===== src/rtl/cacheline_adaptor_pkg.sv =====
// Shared types and constants for the cache-line <-> burst-memory adaptor.
package cacheline_adaptor_pkg;

  localparam int unsigned LINE_W      = 256;
  localparam int unsigned BURST_W     = 64;
  localparam int unsigned BEATS       = LINE_W / BURST_W;
  localparam int unsigned OFFSET_BITS = 5;

  typedef logic [LINE_W-1:0]  line_t;
  typedef logic [BURST_W-1:0] burst_t;

  typedef enum logic [1:0] {
    IDLE  = 2'd0,
    READ  = 2'd1,
    WRITE = 2'd2,
    DONE  = 2'd3
  } adaptor_state_t;

endpackage


===== src/rtl/cacheline_adaptor.sv =====
// Converts single-cycle cache-line requests into little-endian memory bursts
// of BEATS beats, and signals completion with a one-cycle resp_o pulse.
module cacheline_adaptor #(
  parameter int unsigned LINE_W  = 256,
  parameter int unsigned BURST_W = 64,
  parameter int unsigned ADDR_W  = 32
) (
  input  logic               clk,
  input  logic               rst,
  input  logic [LINE_W-1:0]  line_i,
  output logic [LINE_W-1:0]  line_o,
  input  logic [ADDR_W-1:0]  address_i,
  input  logic               read_i,
  input  logic               write_i,
  output logic               resp_o,
  input  logic [BURST_W-1:0] burst_i,
  output logic [BURST_W-1:0] burst_o,
  output logic [ADDR_W-1:0]  address_o,
  output logic               read_o,
  output logic               write_o,
  input  logic               resp_i
);
  import cacheline_adaptor_pkg::*;

  localparam int unsigned BEATS_L = LINE_W / BURST_W;
  localparam int unsigned CNT_W   = (BEATS_L > 1) ? $clog2(BEATS_L) : 1;
  localparam int unsigned LINE_B  = LINE_W / 8;
  localparam logic [CNT_W-1:0] LAST_BEAT = CNT_W'(BEATS_L - 1);

  adaptor_state_t      r_state;
  logic [CNT_W-1:0]    r_cnt;
  logic [LINE_W-1:0]   r_buf;
  logic [ADDR_W-1:0]   r_addr;

  logic [ADDR_W-1:0]   w_addr_aligned;
  logic                w_last;

  // Masking (rather than slicing) keeps every address bit in use.
  assign w_addr_aligned = address_i & ~ADDR_W'(LINE_B - 1);
  assign w_last         = (r_cnt == LAST_BEAT);

  always_ff @(posedge clk or posedge rst) begin
    if (rst) begin
      r_state <= IDLE;
      r_cnt   <= '0;
      r_buf   <= '0;
      r_addr  <= '0;
    end else begin
      case (r_state)
        IDLE: begin
          if (read_i) begin
            r_addr  <= w_addr_aligned;
            r_cnt   <= '0;
            r_state <= READ;
          end else if (write_i) begin
            r_addr  <= w_addr_aligned;
            r_buf   <= line_i;
            r_cnt   <= '0;
            r_state <= WRITE;
          end
        end
        READ: begin
          if (resp_i) begin
            for (int unsigned b = 0; b < BEATS_L; b++) begin
              if (r_cnt == CNT_W'(b)) r_buf[b*BURST_W +: BURST_W] <= burst_i;
            end
            r_cnt <= r_cnt + CNT_W'(1);
            if (w_last) r_state <= DONE;
          end
        end
        WRITE: begin
          if (resp_i) begin
            r_cnt <= r_cnt + CNT_W'(1);
            if (w_last) r_state <= DONE;
          end
        end
        DONE:    r_state <= IDLE;
        default: r_state <= IDLE;
      endcase
    end
  end

  always_comb begin
    burst_o = '0;
    if (r_state == WRITE) begin
      for (int unsigned b = 0; b < BEATS_L; b++) begin
        if (r_cnt == CNT_W'(b)) burst_o = r_buf[b*BURST_W +: BURST_W];
      end
    end
  end

  assign line_o    = r_buf;
  assign address_o = r_addr;
  assign read_o    = (r_state == READ);
  assign write_o   = (r_state == WRITE);
  assign resp_o    = (r_state == DONE);

`ifndef SYNTHESIS
  // Simultaneous requests resolve to a read; flag it so the arbiter bug is visible.
  always_ff @(posedge clk) begin
    if (!rst && r_state == IDLE)
      assert (!(read_i && write_i))
        else $warning("cacheline_adaptor: read_i and write_i both high, write ignored");
  end
`endif

endmodule

===== config.mk =====
export PLATFORM = sky130hd
export DESIGN_NAME = cacheline_adaptor
export DESIGN_NICKNAME = d
export VERILOG_FILES = /design/src/rtl/cacheline_adaptor_pkg.sv /design/src/rtl/cacheline_adaptor.sv
export SDC_FILE = /design/constraint.sdc
export NUM_CORES = 1
export LEC_CHECK = 0
export BUFFER_PORTS_ARGS = -buffer_cell sky130_fd_sc_hd__buf_4
export CAP_MARGIN = 20
export CORE_AREA = 4 4 277 279
export CTS_BUF_LIST = sky130_fd_sc_hd__clkbuf_16
export CTS_CLUSTER_SIZE = 25
export DETAILED_ROUTE_END_ITERATION = 10
export DIE_AREA = 0 0 281 283
export SLEW_MARGIN = 20
export SYNTH_ARGS = -nofsm -noshare
export SYNTH_HDL_FRONTEND = slang
export SYNTH_SLANG_ARGS = --single-unit

===== constraint.sdc =====
create_clock -name clk -period 12.4 [get_ports clk]
set_input_delay 3.72 -clock clk [delete_from_list [all_inputs] [get_ports clk]]
set_output_delay 3.72 -clock clk [all_outputs]
set_load 0.01 [all_outputs]

==> run_results.csv <==
group,metric,value,unit
clock_network,root_buffer,"clkbuf_16",
setup_path,end_kind,"primary output",
route,viasPerCell,5.28,
cells_and_area,syn2layout_area_growth,40.8,%
setup_path,slowest_delay,0.68,ns
clock_network,clk_pin_slew,0.06,ns
sta,worst_clock_skew,0.0151,ns
clock_network,ctsHtreeMaxLevel,2,
sta,tns,0,ns
pwr,power,0.00725,W
sta,tightest_slew,1.09,ns
clock_network,cts_tree,"done",
clock_network,cts_buffers,39,
pwr,irDropWorstVdd,0.000199,V
route,drt_iter0_drc,1195,
yosys,seq_area_frac_synth,41.2,%
route,ant_nets,0,
global_routing,first_global_vias,17264,
yosys,synth.distinct_cells,42,
yosys,ys_warn_count,0,
clock_network,clk_latency,0.56,ns
setup_path,crit_family,"buffers and inverters",
sta,fin_crit,7.54,ns
setup_path,rr_endpoint,"line_o[217]",
pwr,leakagePower,10.3,nW
route,drt_wl_total,80700,um
clock_network,cts_resized,0,
die,fp-row-count,100,
setup_path,critPathMaxFanout,69,
yosys,syn-cell-area,0.0174,mm2
placement,gp_congestion,0.853,
global_routing,grt_remaining_overflow,0,
yosys,synth_cells,1765,
setup_path,rrSetupSlack,8.09,ns
sta,grt_setup_unrepaired,"false",
clock_network,cts_buffer_depth,3,
cells_and_area,seq_area,0.00718,mm2
sta,report.final.hold_viol_count,0,
sta,whs,0.507,ns
clock_network,postCtsHoldBufs,0,
sta,max_clock_freq,133,MHz
cells_and_area,layout-drive-gt1-share,40.3,%
die,die_x,281,um
die,start_util,23.5,%
sta,relSlewSlack,27.6,%
run_status,outcome,"completed",
cells_and_area,final_cell_count_no_fill,3330,
sta,fin_crit_sh,60.8,%
sta,slew_violations,0,
die,core_region_area,0.0742,mm2
setup_path,cp.depth,7,
route,drc,0,
route,first_pass_iters,5,
yosys,avgSynthCellArea,9.88,um2
placement,port_buffers,701,
yosys,ys_ff_latch,287,
global_routing,grt_antenna_before_repair,7,
pwr,power.density,296,mW/mm2
global_routing,grt_usage,19.0,%
route,wl_per_cell,24.2,um
setup_path,crit_start,"r_cnt[1]",
setup_path,startpoint_type,"register",
clock_network,post_cts_buffers,0,
setup_path,crit_buf_inv,3,
cells_and_area,nets,2697,
yosys,synth_ff_type,"dfrtp_1",
die,die-area,0.0795,mm2
cells_and_area,multi_input_area,0.00919,mm2
cells_and_area,fillers,7724,
global_routing,grt_pass1_wl,118000,um
setup_path,cp.required,8.68,ns
setup_path,cp_slowest_cell,"buf_4",
setup_path,r2r_start,"r_state[1]",
job,drv_cap,0,
yosys,async_reset_ff_share,100,%
min_path,hp-class,"reg -> reg",
placement,placed_cells,3256,
yosys,synth_enable_flop_cells,0,
clock_network,cts_num_sinks,287,
setup_path,arrival,3.82,ns
setup_path,path_cells,"inv_1, ha_4, buf_4, a21oi_1, a221o_1, a21boi_0, buf_4",
sta,setup_viol,0,
setup_path,reg2reg_depth,7,
die,io_pins,712,
setup_path,crit_path_frequent_cell,"buf_4",
cells_and_area,final_util,33.1,%
placement,hpwl,55300,um
setup_path,endpoint,"burst_o[63]",
die,die_y,283,um
global_routing,grt_max_degree,179,
setup_path,worst-setup-path-type,"reg -> out",
route,vias,17577,
==> cells in the final DEF, fill, tap and decap left out, drive strengths merged, types with 5 or more instances in the layout <==
cell	instances
a2bb2oi	135
nand3	54
o2bb2ai	26
a221o	64
clkbuf	40
diode	5
o21ai	111
nor2b	12
o2111ai	54
o211ai	54
conb	5
mux2	156
dfrtp	287
inv	86
a21oi	65
clkinv	17
a21boi	64
ha	11
nand3b	173
buf	732
nand2	127
o32a	54
==> how the worst min path moves through the flow <==
stage | depth (start not counted) | to | from | slack (ns)
2_1_floorplan | 1 | line_o[200] | line_o[200] | 0.55
5_1_grt | 1 | address_o[13] | address_o[13] | 0.52
6_report | 1 | address_o[22] | address_o[22] | 0.51
3_3_place_gp | 1 | address_o[22] | address_o[22] | 0.49
3_5_place_dp | 1 | address_o[11] | address_o[11] | 0.49
4_1_cts | 1 | address_o[11] | address_o[11] | 0.51
==> synth_stat cells (6+ instances only) <==
master / count / area, um2
a221o_1: 64 / 641
a21oi_1: 65 / 325
a2bb2oi_1: 135 / 1180
nand3_1: 54 / 270
dfrtp_1: 287 / 7180
o2bb2ai_1: 26 / 228
buf_2: 16 / 80.1
inv_1: 75 / 282
o21ai_0: 110 / 551
o211ai_1: 54 / 405
buf_4: 6 / 45.0
buf_1: 34 / 128
o32a_1: 54 / 541
buf_6: 6 / 67.6
clkbuf_1: 151 / 567
nand3b_1: 173 / 1300
a21boi_0: 64 / 480
nor2b_1: 12 / 75.1
ha_1: 11 / 138
nand2_1: 127 / 477
o2111ai_1: 54 / 473
mux2_2: 152 / 1710
==> metal layers <==
metal / routed length [um] / vias to the layer above / track usage, %
met1: 33400 / 8791 / 24.8
met2: 38600 / 767 / 31.4
met3: 5790 / 161 / 3.65
met4: 2900 / 2 / 6.99
met5: 13 / - / 0
li1: - / 7856 / -
==> cell families (layout without fill, tap and decap cells) <==
family | count (synthesis) | count (layout) | share of synthesized area (%)
AOI/OAI and AO/OA | 642 | 642 | 28.5
DFF | 287 | 287 | 41.2
other | 1 | 10 | 0.0215
buffers and inverters | 289 | 876 | 6.73
and+or+nand+nor | 377 | 377 | 12.5
muxes | 158 | 158 | 10.2
adders and majority gates | 11 | 11 | 0.790
==> metrics by stage <==
stage | cell area, um2 | setup slack, ns
floorplan | 17400 | 0.759
global placement | 23400 | 5.48
detailed placement | 23400 | 5.49
CTS | 24500 | 4.84
global route | 24500 | 4.64
finish | 24500 | 4.86
==> power breakdown <==
| part | switching [W] | internal (W) | leakage [nW] |
|---|---|---|---|
| Combinational | 0.00234 | 0.00202 | 6.46 |
| Clock | 0.000467 | 0.000582 | 0.594 |
| Sequential | 0.000411 | 0.00143 | 3.23 |
| Total | 0.00322 | 0.00403 | 10.3 |
==> sequential cells by signal, summed over array words and instances (netlist names) <==
name,flops
r_cnt,2
address_o,27
line_o,256
r_state,2
==> layout make-up <==
cell class | instances | area share, %
clock buffer | 40 | 4.08
tap | 969 | 4.94
antenna | 5 | 0.0510
inverter | 76 | 1.19
timing repair buffer | 732 | 22.5
clock inverter | 28 | 0.551
multi-input combinational | 1193 | 37.4
sequential | 287 | 29.3
No activity file was read; power rests on OpenSTA's default activity.
